[src/rtl/mips_pkg.sv]
// Shared definitions for the MIPS pipeline hazard unit: forwarding codes,
// divide-timer state encoding, stage-control bundle and register-match helper.
package mips_pkg;

  localparam int DIV_CYCLES_DEFAULT = 32;
  localparam int DIV_CNT_W          = 6;

  localparam logic [1:0] FWD_REG = 2'b00;
  localparam logic [1:0] FWD_WB  = 2'b01;
  localparam logic [1:0] FWD_MEM = 2'b10;

  typedef enum logic {
    DIV_IDLE = 1'b0,
    DIV_BUSY = 1'b1
  } div_state_e;

  typedef struct packed {
    logic en_f;
    logic en_d;
    logic en_e;
    logic clear_d;
    logic clear_e;
    logic clear_m;
  } stage_ctrl_t;

  localparam stage_ctrl_t CTRL_RUN = '{1'b1, 1'b1, 1'b1, 1'b0, 1'b0, 1'b0};

  // $0 is hard-wired, so a write to it never produces a dependency.
  function automatic logic reg_match(input logic [4:0] write_reg,
                                     input logic       reg_write,
                                     input logic [4:0] src_reg);
    return reg_write && (write_reg != 5'd0) && (write_reg == src_reg);
  endfunction

  function automatic logic [1:0] fwd_sel(input logic mem_hit, input logic wb_hit);
    if (mem_hit)     return FWD_MEM;
    else if (wb_hit) return FWD_WB;
    else             return FWD_REG;
  endfunction

endpackage

[src/rtl/hazard_div_timer.sv]
// Multi-cycle divide stall timer: freezes the pipeline for exactly DIV_CYCLES
// EX cycles, then flags the release cycle with div_done.
module hazard_div_timer
  import mips_pkg::*;
#(
  parameter int DIV_CYCLES = DIV_CYCLES_DEFAULT
) (
  input  logic clk,
  input  logic rst_n,
  input  logic div_start_i,
  input  logic exc_m_i,
  output logic div_stall_o,
  output logic div_busy_o,
  output logic div_done_o
);

  localparam logic [DIV_CNT_W-1:0] CNT_LOAD = DIV_CNT_W'(DIV_CYCLES - 1);

  div_state_e           state_q, state_d;
  logic [DIV_CNT_W-1:0] cnt_q, cnt_d;

  // NOTE: state registers use non-blocking assignments so every flop samples
  // the pre-edge value of every other flop, independent of block ordering.
  always_ff @(posedge clk or negedge rst_n) begin
    if (!rst_n) begin
      state_q <= DIV_IDLE;
      cnt_q   <= '0;
    end else begin
      state_q <= state_d;
      cnt_q   <= cnt_d;
    end
  end

  // NOTE: every signal driven here gets a default first, so no path through
  // the case/if tree can leave one unassigned and infer a latch.
  always_comb begin
    state_d     = state_q;
    cnt_d       = cnt_q;
    div_stall_o = 1'b0;
    div_busy_o  = 1'b0;
    div_done_o  = 1'b0;

    case (state_q)
      DIV_IDLE: begin
        // The launch cycle already freezes EX, so it counts as one of DIV_CYCLES.
        if (div_start_i) begin
          div_stall_o = 1'b1;
          div_busy_o  = 1'b1;
          state_d     = DIV_BUSY;
          cnt_d       = CNT_LOAD;
        end
      end
      DIV_BUSY: begin
        div_busy_o = 1'b1;
        if (cnt_q == '0) begin
          // Release cycle: return to IDLE even if div_start_i is still high.
          div_done_o = 1'b1;
          state_d    = DIV_IDLE;
        end else begin
          div_stall_o = 1'b1;
          cnt_d       = cnt_q - DIV_CNT_W'(1);
        end
      end
      default: begin
        state_d = DIV_IDLE;
        cnt_d   = '0;
      end
    endcase

    if (exc_m_i) begin
      state_d    = DIV_IDLE;
      cnt_d      = '0;
      div_done_o = 1'b0;
    end
  end

endmodule

[src/rtl/hazard_ctrl.sv]
// Pipeline hazard controller: load-use/branch stalls, operand forwarding,
// divide freeze and exception flush. Define HAZARD_FWD_EN to enable forwarding.
module hazard_ctrl
  import mips_pkg::*;
#(
  parameter int DIV_CYCLES = DIV_CYCLES_DEFAULT
) (
  input  logic       clk,
  input  logic       rst_n,
  input  logic [4:0] rs_d,
  input  logic [4:0] rt_d,
  input  logic       branch_d,
  input  logic [4:0] rs_e,
  input  logic [4:0] rt_e,
  input  logic [4:0] write_reg_e,
  input  logic       reg_write_e,
  input  logic       mem_to_reg_e,
  input  logic [4:0] write_reg_m,
  input  logic       reg_write_m,
  input  logic       mem_to_reg_m,
  input  logic [4:0] write_reg_w,
  input  logic       reg_write_w,
  input  logic       div_start_e,
  input  logic       exc_m,
  output logic       en_f,
  output logic       en_d,
  output logic       en_e,
  output logic       clear_d,
  output logic       clear_e,
  output logic       clear_m,
  output logic [1:0] fwd_a_e,
  output logic [1:0] fwd_b_e,
  output logic       fwd_a_d,
  output logic       fwd_b_d,
  output logic       div_busy,
  output logic       div_done
);

  logic match_e_rs, match_e_rt;
  logic match_m_rs, match_m_rt;
  logic match_w_rs, match_w_rt;
  logic load_use, branch_hz, raw_stall, hz_stall;
  logic div_stall, div_busy_raw, div_done_raw;
  logic [1:0] fwd_a_e_raw, fwd_b_e_raw;
  logic fwd_a_d_raw, fwd_b_d_raw;
  stage_ctrl_t ctrl;

  hazard_div_timer #(
    .DIV_CYCLES (DIV_CYCLES)
  ) u_div_timer (
    .clk         (clk),
    .rst_n       (rst_n),
    .div_start_i (div_start_e),
    .exc_m_i     (exc_m),
    .div_stall_o (div_stall),
    .div_busy_o  (div_busy_raw),
    .div_done_o  (div_done_raw)
  );

  assign match_e_rs = reg_match(write_reg_e, reg_write_e, rs_d);
  assign match_e_rt = reg_match(write_reg_e, reg_write_e, rt_d);
  assign match_m_rs = reg_match(write_reg_m, reg_write_m, rs_d);
  assign match_m_rt = reg_match(write_reg_m, reg_write_m, rt_d);
  assign match_w_rs = reg_match(write_reg_w, reg_write_w, rs_d);
  assign match_w_rt = reg_match(write_reg_w, reg_write_w, rt_d);

  assign load_use  = mem_to_reg_e && (match_e_rs || match_e_rt);
  // Branches resolve in ID, so an EX result or a pending MEM load is too late.
  assign branch_hz = branch_d && (match_e_rs || match_e_rt ||
                                  (mem_to_reg_m && (match_m_rs || match_m_rt)));

`ifdef HAZARD_FWD_EN
  assign raw_stall   = 1'b0;
  assign fwd_a_e_raw = fwd_sel(reg_match(write_reg_m, reg_write_m, rs_e),
                               reg_match(write_reg_w, reg_write_w, rs_e));
  assign fwd_b_e_raw = fwd_sel(reg_match(write_reg_m, reg_write_m, rt_e),
                               reg_match(write_reg_w, reg_write_w, rt_e));
  assign fwd_a_d_raw = match_m_rs;
  assign fwd_b_d_raw = match_m_rt;
`else
  // With no bypass network, every in-flight producer must drain first.
  assign raw_stall   = match_e_rs || match_e_rt || match_m_rs || match_m_rt ||
                       match_w_rs || match_w_rt;
  assign fwd_a_e_raw = FWD_REG;
  assign fwd_b_e_raw = FWD_REG;
  assign fwd_a_d_raw = 1'b0;
  assign fwd_b_d_raw = 1'b0;

  logic unused_fwd_inputs;
  assign unused_fwd_inputs = ^{rs_e, rt_e};
`endif

  assign hz_stall = load_use || branch_hz || raw_stall;

  // Priority: exception flush > divide freeze > data-hazard stall.
  always_comb begin
    ctrl = CTRL_RUN;
    if (rst_n) begin
      if (exc_m) begin
        ctrl.clear_d = 1'b1;
        ctrl.clear_e = 1'b1;
        ctrl.clear_m = 1'b1;
      end else if (div_stall) begin
        ctrl.en_f    = 1'b0;
        ctrl.en_d    = 1'b0;
        ctrl.en_e    = 1'b0;
        ctrl.clear_m = 1'b1;
      end else if (hz_stall) begin
        ctrl.en_f    = 1'b0;
        ctrl.en_d    = 1'b0;
        ctrl.clear_e = 1'b1;
      end
    end
  end

  assign en_f    = ctrl.en_f;
  assign en_d    = ctrl.en_d;
  assign en_e    = ctrl.en_e;
  assign clear_d = ctrl.clear_d;
  assign clear_e = ctrl.clear_e;
  assign clear_m = ctrl.clear_m;

  // Outputs are held at their idle values for the whole reset, not just after it.
  assign fwd_a_e  = rst_n ? fwd_a_e_raw : FWD_REG;
  assign fwd_b_e  = rst_n ? fwd_b_e_raw : FWD_REG;
  assign fwd_a_d  = rst_n && fwd_a_d_raw;
  assign fwd_b_d  = rst_n && fwd_b_d_raw;
  assign div_busy = rst_n && div_busy_raw;
  assign div_done = rst_n && div_done_raw;

endmodule

[config.mk]
export PLATFORM = sky130hd
export DESIGN_NAME = hazard_ctrl
export DESIGN_NICKNAME = d
export VERILOG_FILES = /design/src/rtl/mips_pkg.sv /design/src/rtl/hazard_div_timer.sv /design/src/rtl/hazard_ctrl.sv
export SDC_FILE = /design/constraint.sdc
export NUM_CORES = 1
export LEC_CHECK = 0
export ABC_AREA = 1
export BUFFER_PORTS_ARGS = -buffer_cell sky130_fd_sc_hd__buf_2
export CAP_MARGIN = 20
export CORE_ASPECT_RATIO = 1.1
export CORE_MARGIN = 3
export CORE_UTILIZATION = 45
export CTS_CLUSTER_SIZE = 14
export DETAILED_ROUTE_END_ITERATION = 12
export PLACE_DENSITY = 0.9
export REMOVE_ABC_BUFFERS = 1
export SYNTH_ARGS = -nofsm -noshare
export SYNTH_HDL_FRONTEND = slang
export SYNTH_SLANG_ARGS = --single-unit
[constraint.sdc]
create_clock -name clk -period 1.9 [get_ports clk]
set_clock_uncertainty 0.1 [all_clocks]
set_input_delay 0.475 -clock clk [delete_from_list [all_inputs] [get_ports clk]]
set_output_delay 0.475 -clock clk [all_outputs]
set_load 0.03 [all_outputs]
---- Word level (Yosys, flattened, before mapping) ----
Cells that the tools add are included.
storage, ports and cells
  output and inout port bits .............. 14
  input bits .............................. 45
  word-level logic and storage cells ...... 62
  register bits after elaboration ......... 7
operators by class
  muxes and demuxes ....................... 22
  reduce and logical (&&, ||, !) cells .... 28
  add/subtract/negate cells ............... 1
  eq/ne operators ......................... 8
  bitwise gates (word level) .............. 1
operators with widths
  kind                                               number
  == test 5 bit                                      6
  two-way mux 6 bit                                  4
  nonzero test 5 bit                                 3
  logical AND 1 bit                                  14
  one-hot mux 6 bit (2 select lines)                 1
  two-way mux 1 bit                                  11
  logical OR 1 bit                                   9
  logical NOT 6 bit                                  1
  two-way mux 2 bit                                  3
  != test 3 bit (second input constant)              2
  subtractor 6 x 1 -> 6 bit (second input constant)  1
  one-hot mux 1 bit (2 select lines)                 2
  two-way mux 3 bit                                  1
  AND reduction 2 bit                                1
  NOT 1 bit                                          1

---- Longest topological paths before layout ----
  depth after elaboration ................. 13
  gate-level depth with buffers ........... 10
  depth with buffers taken out ............ 10

---- Cells and area by module ----
A second synthesis with hierarchy kept.
unflattened totals
  cell total of the unflattened synthesis .. 222
  area total of the unflattened synthesis .. 1171.1 um^2
modules (own cells, without submodules)
  module            cells each  area an instance (um^2)  times used  sequential area each (um^2)
  hazard_ctrl       157         681.9                    1           0.0
  hazard_div_timer  65          489.2                    1           175.2

---- Worst setup path before layout ----
Ideal clock, no wire load.
  path type ............................... register -> output
  from .................................... register u_div_timer.cnt_q[0]
  to ...................................... output en_f
  cell stages (with the launch flop) ...... 8
  slack ................................... -192 ps
  arrival time ............................ 1517 ps
  required time ........................... 1325 ps
  cell sequence ........................... dfrtp_1 -> inv_2 -> ha_1 -> nand4_2 -> o21ai_4 -> inv_2 -> o21bai_2 -> buf_4
on the way
  longest elaborated chain between the ends .. 6
RTL lines
  element                             RTL line                text
  start, declared                     hazard_div_timer.sv:20  logic [DIV_CNT_W-1:0] cnt_q, cnt_d;
  start signal, assigned              hazard_div_timer.sv:30  cnt_q <= cnt_d;
  logical NOT 6 bit                   hazard_div_timer.sv:55  if (cnt_q == '0) begin
  two-way mux 1 bit                   hazard_div_timer.sv:55
  one-hot mux 1 bit (2 select lines)  hazard_div_timer.sv:43  case (state_q)
  two-way mux 2 bit                   hazard_ctrl.sv:103      end else if (div_stall) begin
  two-way mux 3 bit                   hazard_ctrl.sv:99       if (exc_m) begin
  two-way mux 6 bit                   hazard_ctrl.sv:98       if (rst_n) begin
  end, declared                       hazard_ctrl.sv:25       output logic en_f,
No other way between the ends.

---- Final worst setup path ----
  from .................................... register u_div_timer.cnt_q[5]
  to ...................................... output clear_e
on the way
  longest elaborated chain between the ends .. 6
RTL lines
  element                             RTL line                text
  logical NOT 6 bit                   hazard_div_timer.sv:55
  two-way mux 1 bit                   hazard_div_timer.sv:55
  one-hot mux 1 bit (2 select lines)  hazard_div_timer.sv:43
  two-way mux 1 bit                   hazard_ctrl.sv:103
  two-way mux 2 bit                   hazard_ctrl.sv:99
  two-way mux 6 bit                   hazard_ctrl.sv:98
  end, declared                       hazard_ctrl.sv:29       output logic clear_e,
No other way between the ends.

==> flow_summary.toml <==
[run_status]
run_status = "complete, but fails checks"
violations = "setup timing"

[clock_network]
cts_max_level = 1
post_cts_clock_slew_at_the_launch_and_capture_registers_of_the_worst_setup_and_hold_paths_ns = 0.06
clkLatencyLatePin_ns = 0.26
tritoncts_sinks = 7
root_buffer = "sky130_fd_sc_hd__clkbuf_4"
tritoncts_clock_tree = "built"
max-clock-path-buffers = 2
tritoncts.num_buffers = 3

[synthesis]
synth_largest_type_area_fraction = 0.299
synthesis.area_per_instance_sq_um = 5.51
post_synth_num_cell_types = 27
postSynthCellCount = 203
yosys.area.top_type = "sky130_fd_sc_hd__nand2_1"
ys_warn_count = 0
postSynthRegisterBits = 7
synth.yosys.seq_area_share = 0.157
yosys-top-cells-area = "sky130_fd_sc_hd__nand2_1 30%, sky130_fd_sc_hd__dfrtp_1 16%, sky130_fd_sc_hd__inv_1 7.4%"
mappedNetlistArea_sq_um = 1120

[routing]
route.vias.total = 1325
remaining_drc_errors = 0
detailedRoute.firstIterationViolations = 35
drt-total-wl_mm = 3.11
drt_pass1_iterations = 6
routed_wire_length_per_instance_um = 10.9
vias_per_cell = 4.63
antenna_violating_nets_post_route = 0

[sta]
layout_setup_ws_ns = -0.181
setup_viol_count_final = 6
max_freq_mhz = 481
timing_max_transition_violations_final = 0
final_period_minus_worst_setup_slack_ns = 2.08
finalCritPeriodShare = 1.10
timing.final.hold_violations = 0
finalHoldWorstSlack_ns = 0.0495
grt_setup_unrepaired = "yes"

[place]
gp_routability_congestion = 0.854
placement.io_buffers = 39
dp_slack_ns = -0.168
detailed_place_hpwl_mm = 2.36

[die]
horizontal_die_dimension_um = 53.5
fp.coreArea_sq_um = 2300
die_height_um = 58.3
row_count = 18
start_util = 0.487
fp.dieArea_sq_um = 3120
pin_count = 59

[global_routing]
grt_first_pass_wirelength_mm = 4.71
global_route.usage.total = 0.201
grt_overflow_total = 0
grt_pass1_vias = 1164
grt_start_max_net_pins = 9
grt_antenna_before_repair = 0

[power_and_ir_drop]
power.ir.vdd_worst_uv = 523
total_power_uw = 755
p_leak_nw = 0.933
powerDensity_nw_per_um2 = 494

[setup_path]
path_common_cell = "sky130_fd_sc_hd__nand2_1"
critical_path.cell_chain = "nor2_2 > nand4_4 > o21ai_4 > inv_2 > nor2_1 > nand2_1 > nand2_1 > buf_6"
crit_path_top_delay_cell = "sky130_fd_sc_hd__dfrtp_1"
largest_stage_delay_on_the_critical_path_ns = 0.41
cp.arrival_ns = 1.51
critical_path_buf_inv_count = 2
timing.critical_path.to_type = "primary output"
worstPathMaxFanout = 3
timing.critical_path.required_ns = 1.32
cp-start-kind = "flip-flop"
worst-setup-path-type = "reg -> out"
timing.critical_path.max_delay_family = "simple AND/OR/NAND/NOR gates"

[final_layout]
flow.area_growth_from_synthesis_pct = 36.6
design.final.nets = 304
regArea_sq_um = 175
mostFrequentLayoutCell = "sky130_fd_sc_hd__nand2_1"
antennaDiodeCount = 0
layout-drive-gt1-share = 0.344
multi_input_area_sq_um = 811
most_used_cells_in_the_layout_excluding_fill_and_tap_cells = "88 x sky130_fd_sc_hd__nand2_1, 33 x sky130_fd_sc_hd__buf_2, 22 x sky130_fd_sc_hd__inv_1"
fill_cells = 207

[job]
cap_viol_max_count = 0

[worst_hold_path]
hold_class = "in -> async"
## cell usage after synthesis
cell type and number:
sky130_fd_sc_hd__xor2_1 1, sky130_fd_sc_hd__nor3_1 1, sky130_fd_sc_hd__inv_2 14, sky130_fd_sc_hd__nor2_1 18
sky130_fd_sc_hd__o21ai_0 5, sky130_fd_sc_hd__nor2_2 1, sky130_fd_sc_hd__clkinv_2 1, sky130_fd_sc_hd__xnor2_1 7
sky130_fd_sc_hd__conb_1 1, sky130_fd_sc_hd__o21ai_2 2, sky130_fd_sc_hd__a31oi_1 1, sky130_fd_sc_hd__nand4_1 3
sky130_fd_sc_hd__ha_1 2, sky130_fd_sc_hd__o21bai_2 1, sky130_fd_sc_hd__nand3_1 6, sky130_fd_sc_hd__o21ai_4 1
sky130_fd_sc_hd__a21oi_1 2, sky130_fd_sc_hd__nand2_1 89, sky130_fd_sc_hd__nor2_8 1, sky130_fd_sc_hd__o21ai_1 4
sky130_fd_sc_hd__dfrtp_1 7, sky130_fd_sc_hd__nand3_2 2, sky130_fd_sc_hd__nand2_4 1, sky130_fd_sc_hd__buf_4 8
sky130_fd_sc_hd__inv_1 22, sky130_fd_sc_hd__o22ai_2 1, sky130_fd_sc_hd__nand4_2 1
## report_power, final
group | internal [mW] | switching [mW]
logic | 0.176 | 0.244
registers | 0.168 | 0.0217
clock network | 0.0776 | 0.0680
## state kept, by name (all words and copies together), names as in the netlist
| register | cells |
|---|---|
| u_div_timer.state_q | 1 |
| u_div_timer.cnt_q | 6 |
## metal layers
| metal | track usage | part of all wire |
|---|---|---|
| met3 | 0.0177 | 0.052 |
| met2 | 0.359 | 0.49 |
| met4 | 0.117 | 0.034 |
| met1 | 0.226 | 0.43 |
| met5 | 0 | 0 |
## worst paths after layout
check                                                       from                          endpoint  slack (ns)  cells past startpoint
worst min-delay path                                       rst_n  u_div_timer.cnt_q[3]$_DFFE_PN0P_        0.05                      2
max in group asynchronous                                  rst_n  u_div_timer.cnt_q[5]$_DFFE_PN0P_        1.52                      2
worst min register to register  u_div_timer.cnt_q[0]$_DFFE_PN0P_  u_div_timer.cnt_q[0]$_DFFE_PN0P_        0.50                      3
worst max register to register  u_div_timer.cnt_q[5]$_DFFE_PN0P_  u_div_timer.cnt_q[5]$_DFFE_PN0P_        0.25                      9
worst max-delay path            u_div_timer.cnt_q[5]$_DFFE_PN0P_                           clear_e       -0.18                      8
min in group clk                u_div_timer.cnt_q[0]$_DFFE_PN0P_  u_div_timer.cnt_q[0]$_DFFE_PN0P_        0.50                      3
## worst reg2reg max path, delay by kind of cell (launching register included)
family / cells / cell delay [ns]
buffers and inverters: 3 / 0.42
DFF: 1 / 0.41
and+or+nand+nor: 4 / 0.40
AOI/OAI and AO/OA: 2 / 0.20
## final cells by class
| cell class | count | area share |
|---|---|---|
| timing repair buffer | 52 | 0.219 |
| clock buffer | 3 | 0.0147 |
| clock inverter | 1 | 0.00328 |
| multi-input combinational | 156 | 0.531 |
| sequential | 7 | 0.115 |
| tap | 30 | 0.0246 |
| inverter | 37 | 0.0925 |
## per-stage QoR
step           instance area, sq um  instances   util  setup TNS, ns
3_5_place_dp                   1380        276  0.599         -0.451
4_1_cts                        1480        283  0.644         -0.842
6_report                       1530        286  0.665         -0.824
3_3_place_gp                   1380        276  0.599         -0.405
2_1_floorplan                  1080        200      -         -0.372
5_1_grt                        1530        286  0.665          -1.25
## timing repair
item                                    4_1_cts  5_1_grt
resized for setup                            14        9
pin swaps                                     3        3
hold buffers                                  0        0
setup buffers                                 3        3
endpoints found under the setup margin        6        6
## cells by family after synthesis
kind of cell	synth area share
other cells	0.00335
flops	0.157
buf+inv	0.179
compound gates	0.106
fa+ha+maj	0.0224
simple gates	0.470
xor+xnor	0.0626
No activity file was read; power rests on OpenSTA's default activity.
